**config.mk**
```make
export PLATFORM = sky130hd
export DESIGN_NAME = game_round_ctrl
export DESIGN_NICKNAME = d
export VERILOG_FILES = /design/src/rtl/game_round_ctrl.sv
export SDC_FILE = /design/constraint.sdc
export NUM_CORES = 1
export LEC_CHECK = 0
export ABC_AREA = 0
export BUFFER_PORTS_ARGS = -buffer_cell sky130_fd_sc_hd__buf_4
export CORE_ASPECT_RATIO = 1.2
export CORE_UTILIZATION = 27
export CTS_BUF_LIST = sky130_fd_sc_hd__clkbuf_16
export DETAILED_ROUTE_END_ITERATION = 16
export PLACE_DENSITY = 0.54
export SLEW_MARGIN = 30
export SYNTH_ARGS = -nofsm -noshare
export SYNTH_HDL_FRONTEND = slang
export SYNTH_SLANG_ARGS = --single-unit
```
**constraint.sdc**
```tcl
create_clock -name clk -period 1.9 [get_ports clk]
set_input_delay 0.38 -clock clk [delete_from_list [all_inputs] [get_ports clk]]
set_output_delay 0.38 -clock clk [all_outputs]
set_load 0.02 [all_outputs]
```
**src/rtl/game_round_ctrl.sv**
```systemverilog
// Purpose : round sequencer for the LED score game (IDLE attract -> COUNTDOWN -> PLAY hit window
//           -> RESULT score blink); drives score/led_control into the display mux.
// Latency : start rise sampled at edge k gives COUNTDOWN outputs right after edge k; all outputs registered.
// Backpressure: none; buttons are level inputs and the display mux always accepts.
// Ports   : clk, reset (sync, active-high), start/hit (debounced button levels),
//           score[6:0] (current/last round hits), led_control[1:0] (00 off, 01 score, 10 attract, 11 all on),
//           busy (state != IDLE), round_done (one-cycle pulse on RESULT entry).
module game_round_ctrl #(
    parameter int TICK_DIV     = 50_000_000,
    parameter int COUNT_TICKS  = 3,
    parameter int PLAY_TICKS   = 10,
    parameter int RESULT_TICKS = 4
) (
    input  logic       clk,
    input  logic       reset,
    input  logic       start,
    input  logic       hit,
    output logic [6:0] score,
    output logic [1:0] led_control,
    output logic       busy,
    output logic       round_done
);

    localparam int PW   = $clog2(TICK_DIV);
    localparam int TMAX = (COUNT_TICKS > PLAY_TICKS)
                          ? ((COUNT_TICKS > RESULT_TICKS) ? COUNT_TICKS : RESULT_TICKS)
                          : ((PLAY_TICKS > RESULT_TICKS) ? PLAY_TICKS : RESULT_TICKS);
    localparam int TW   = $clog2(TMAX + 1);

    localparam logic [1:0] LED_OFF     = 2'b00;
    localparam logic [1:0] LED_SCORE   = 2'b01;
    localparam logic [1:0] LED_ATTRACT = 2'b10;
    localparam logic [1:0] LED_ALL_ON  = 2'b11;

    localparam logic [PW-1:0] PRE_LAST     = PW'(TICK_DIV - 1);
    localparam logic [TW-1:0] COUNT_LAST   = TW'(COUNT_TICKS - 1);
    localparam logic [TW-1:0] PLAY_LAST    = TW'(PLAY_TICKS - 1);
    localparam logic [TW-1:0] RESULT_LAST  = TW'(RESULT_TICKS - 1);

    typedef enum logic [1:0] {
        IDLE      = 2'd0,
        COUNTDOWN = 2'd1,
        PLAY      = 2'd2,
        RESULT    = 2'd3
    } state_t;

    state_t        state;
    logic [PW-1:0] prescaler;
    logic [TW-1:0] tick_cnt;
    logic          blink;
    logic          start_q;
    logic          hit_q;

    logic tick;
    logic start_rise;
    logic hit_rise;

    assign tick       = (prescaler == PRE_LAST);
    assign start_rise = start & ~start_q;
    assign hit_rise   = hit & ~hit_q;

    always_ff @(posedge clk) begin
        // Button history is tracked even in reset so a button held through
        // reset release never looks like a fresh press.
        start_q <= start;
        hit_q   <= hit;

        if (reset) begin
            state       <= IDLE;
            score       <= 7'd0;
            prescaler   <= '0;
            tick_cnt    <= '0;
            blink       <= 1'b0;
            round_done  <= 1'b0;
            led_control <= LED_ATTRACT;
            busy        <= 1'b0;
        end else begin
            round_done <= 1'b0;

            // Free-running tick base; every state transition below overrides
            // both counters back to zero so each state lasts an exact number of ticks.
            if (tick) begin
                prescaler <= '0;
                tick_cnt  <= tick_cnt + TW'(1);
            end else begin
                prescaler <= prescaler + PW'(1);
            end

            case (state)
                IDLE: begin
                    prescaler <= '0;
                    tick_cnt  <= '0;
                    if (start_rise) begin
                        state       <= COUNTDOWN;
                        score       <= 7'd0;
                        led_control <= LED_ALL_ON;
                        busy        <= 1'b1;
                    end
                end

                COUNTDOWN: begin
                    if (tick && tick_cnt == COUNT_LAST) begin
                        state       <= PLAY;
                        tick_cnt    <= '0;
                        led_control <= LED_SCORE;
                    end
                end

                PLAY: begin
                    // Counted on every PLAY cycle including the last one; the edge
                    // in the cycle that enters PLAY was seen while still in COUNTDOWN.
                    if (hit_rise && score != 7'd127) begin
                        score <= score + 7'd1;
                    end
                    if (tick && tick_cnt == PLAY_LAST) begin
                        state       <= RESULT;
                        tick_cnt    <= '0;
                        blink       <= 1'b1;
                        led_control <= LED_SCORE;
                        round_done  <= 1'b1;
                    end
                end

                RESULT: begin
                    if (tick) begin
                        blink       <= ~blink;
                        led_control <= blink ? LED_OFF : LED_SCORE;
                    end
                    if (tick && tick_cnt == RESULT_LAST) begin
                        state       <= IDLE;
                        tick_cnt    <= '0;
                        blink       <= 1'b0;
                        led_control <= LED_ATTRACT;
                        busy        <= 1'b0;
                    end
                end

                default: begin
                    state       <= IDLE;
                    led_control <= LED_ATTRACT;
                    busy        <= 1'b0;
                end
            endcase
        end
    end

endmodule

```
==> flow_metrics.env <==
export IMPL_status="finished, final reports clean"
export IMPL_cp_required_ns=2.12
export IMPL_diodes=0
export IMPL_area_growth_pct=30.3
export IMPL_critPathLaunchType="flop"
export IMPL_yosysSeqAreaShare_pct=40.5
export IMPL_synth_xor_area_share_pct=10.0
export IMPL_switching_share_pct=31.3
export IMPL_drive_gt1_share_pct=24.8
export IMPL_crit_type="reg -> reg"
export IMPL_switchingPower_mw=0.852
export IMPL_port_buffers=14
export IMPL_mostFrequentLayoutCells="nor2_1 (46), dfxtp_1 (45), buf_4 (41), xnor2_1 (19), nand2_1 (13)"
export IMPL_grt_pass1_wl_um=8200
export IMPL_viasPerCell=4.57
export IMPL_fin_crit_sh_pct=97.8
export IMPL_die_h_um=103
export IMPL_synthDistinctLibCells=44
export IMPL_hpwl_um=3370
export IMPL_synth_area_mux_share_pct=1.32
export IMPL_synth_top_family_by_area="simple AND/OR/NAND/NOR gates"
export IMPL_yosys_area_share_simple_pct=29.2
export IMPL_p_per_area_nw_per_um2=919
export IMPL_fin_util_pct=36.4
export IMPL_postCtsHoldBufs=0
export IMPL_clock_sinks=46
export IMPL_vias=1919
export IMPL_wl_per_cell_um=11.3
export IMPL_synth_adder_area_share_pct=4.95
export IMPL_max_clock_freq_ghz=0.538
export IMPL_clk_latency_ns=0.28
export IMPL_clockBufferDepth=2
export IMPL_hold_viol=0
export IMPL_core_rowCount=36
export IMPL_tightest_slew_ns=0.366
export IMPL_first_iter_violations=37
export IMPL_internal_power_mw=1.87
export IMPL_critPathArrivalTime_ns=2.07
export IMPL_synth_area_um2=2270
export IMPL_synth_avg_cell_area_um2=8.58
export IMPL_grt_setup_unrepaired="yes"
export IMPL_vdd_drop_max_v=0.000393
export IMPL_syn_num_nets=278
export IMPL_start_util_pct=27.9
export IMPL_cp_max_fo=5
export IMPL_drc=0
export IMPL_die_w_um=85.8
export IMPL_routed_wl_um=4750
export IMPL_post_cts_buffers=0
export IMPL_fin_ws_ns=0.0414
export IMPL_ant_nets=0
export IMPL_place_congestion=0.742
export IMPL_antenna_found_initial=0
export IMPL_slew_viol_final=0
export IMPL_synth_compound_area_share_pct=10.1
export IMPL_root_buffer="clkbuf_16"
export IMPL_clkSlewWorstSetupHoldPaths_ns=0.06
export IMPL_dp_slack_ns=-0.00696
export IMPL_ios=15
export IMPL_synth_top_flop_cell="dfxtp_1"
export IMPL_syn_inst=265
export IMPL_track_usage_pct=11.4
export IMPL_overflow=0
export IMPL_final_area_um2=2960
export IMPL_yosys_warnings=0
export IMPL_setup_violations=0
export IMPL_hp_class="in -> reg"
export IMPL_finClkSkew_ns=0.00639
export IMPL_first_global_vias=1849
export IMPL_async_flop_share_pct=0
export IMPL_dieArea_um2=8800
export IMPL_core_area_um2=8150
export IMPL_crit_path_end_kind="flop"
export IMPL_ys_seq_elements=46
export IMPL_power_leakage_nw=1.03
export IMPL_drv_cap=0
export IMPL_layout_commonest_cell="nor2_1"
export IMPL_fin_nets=319
export IMPL_h_tree_depth=2
export IMPL_period_needed_ns=1.86
export IMPL_dr_pass1_iters=4
export IMPL_numCtsBuffers=5
export IMPL_max_slew_margin_pct=75.6
export IMPL_grt_start_max_net_pins=25
export IMPL_comb_power_share_pct=31.0
export IMPL_cts_tree="yes"
export IMPL_power_share_clock_pct=30.0
export IMPL_sequentialPowerShare_pct=39.0
export IMPL_synth_edf_count=0
export IMPL_placed_area_um2=2720
==> kinds of logic (layout without fill, tap and decap cells) <==
kind of cell / Yosys count / count (layout)
buffers and inverters: 21 / 62
flip-flops: 46 / 46
multiplexers: 3 / 3
AO/OA/AOI/OAI: 33 / 33
adder cells (fa/ha/maj): 9 / 9
XOR/XNOR: 26 / 26
AND/OR/NAND/NOR: 127 / 127
==> cells in the mapped netlist (6+ instances only) <==
| cell | count | area share, % |
|---|---|---|
| a21oi_1 | 11 | 2.4 |
| and4_1 | 7 | 2.7 |
| dfxtp_1 | 46 | 40 |
| ha_1 | 9 | 5.0 |
| inv_1 | 12 | 2.0 |
| nand2_1 | 14 | 2.3 |
| nand2b_1 | 8 | 2.2 |
| nand3_1 | 13 | 2.9 |
| nand4_1 | 7 | 1.9 |
| nor2_1 | 48 | 7.9 |
| nor3_1 | 6 | 1.3 |
| xnor2_1 | 19 | 7.3 |
| xor2_1 | 7 | 2.7 |
==> power by group through the flow <==
stage / Sequential (mW) / Combinational, mW / Clock, mW
after floorplan: 1.10 / 0.456 / 0
after global placement: 1.07 / 0.735 / 0
after detailed placement: 1.08 / 0.730 / 0
after CTS: 1.05 / 0.739 / 0.849
after global routing: 1.07 / 0.932 / 0.885
final: 1.06 / 0.845 / 0.816
==> what timing repair did <==
item,CTS,global route
resized for setup,1,21
cloned,0,1
setup endpoints to repair,1,35
pin swaps,0,4
==> sequential cells by signal (all words and copies together), names as in the netlist <==
register	flops
blink	1
busy	1
hit_q	1
led_control	2
prescaler	26
round_done	1
score	7
start_q	1
state	2
tick_cnt	4
==> worst max-delay path: stages, from the launching register on <==
cell and delay (ns):
dfxtp_1 0.31, or4b_4 0.54, nor3_4 0.17, nand4_4 0.15, buf_4 0.17, or3_1 0.35
a21oi_2 0.12
==> through the flow <==
stage	hold WS, ns	TNS [ns]	instances	total power [mW]
final	0.213	0	420	2.72
after detailed placement	0.434	-0.00696	412	1.81
after floorplan	0.408	0	265	1.55
after global placement	0.431	0	412	1.81
after CTS	0.206	0	419	2.64
after global routing	0.205	-0.109	420	2.89
==> cell type report <==
cell class	count	area, um^2
fill	844	5190
multi-input combinational	198	1370
sequential	46	922
timing repair buffer	43	353
tap	114	143
clock buffer	5	125
inverter	12	45.0
clock inverter	2	10.0
==> final timing paths <==
check,start,end,slack [ns],cells past startpoint
worst max-delay path,prescaler[9]$_SDFF_PP0_,tick_cnt[3]$_SDFF_PP0_,0.04,6
worst min-delay path,hit,hit_q$_DFF_P_,0.21,1
worst max register to register,prescaler[9]$_SDFF_PP0_,tick_cnt[3]$_SDFF_PP0_,0.04,6
worst min register to register,blink$_SDFFE_PP0P_,blink$_SDFFE_PP0P_,0.45,1
==> metal layers <==
metal	track usage [%]	up-vias	part of all wire, %
met5	0	-	0
met4	2.69	0	0.78
met3	2.64	4	2.3
met2	20.9	18	51
met1	13.5	892	46
li1	-	1005	-
(Power assumes the default switching activity.)
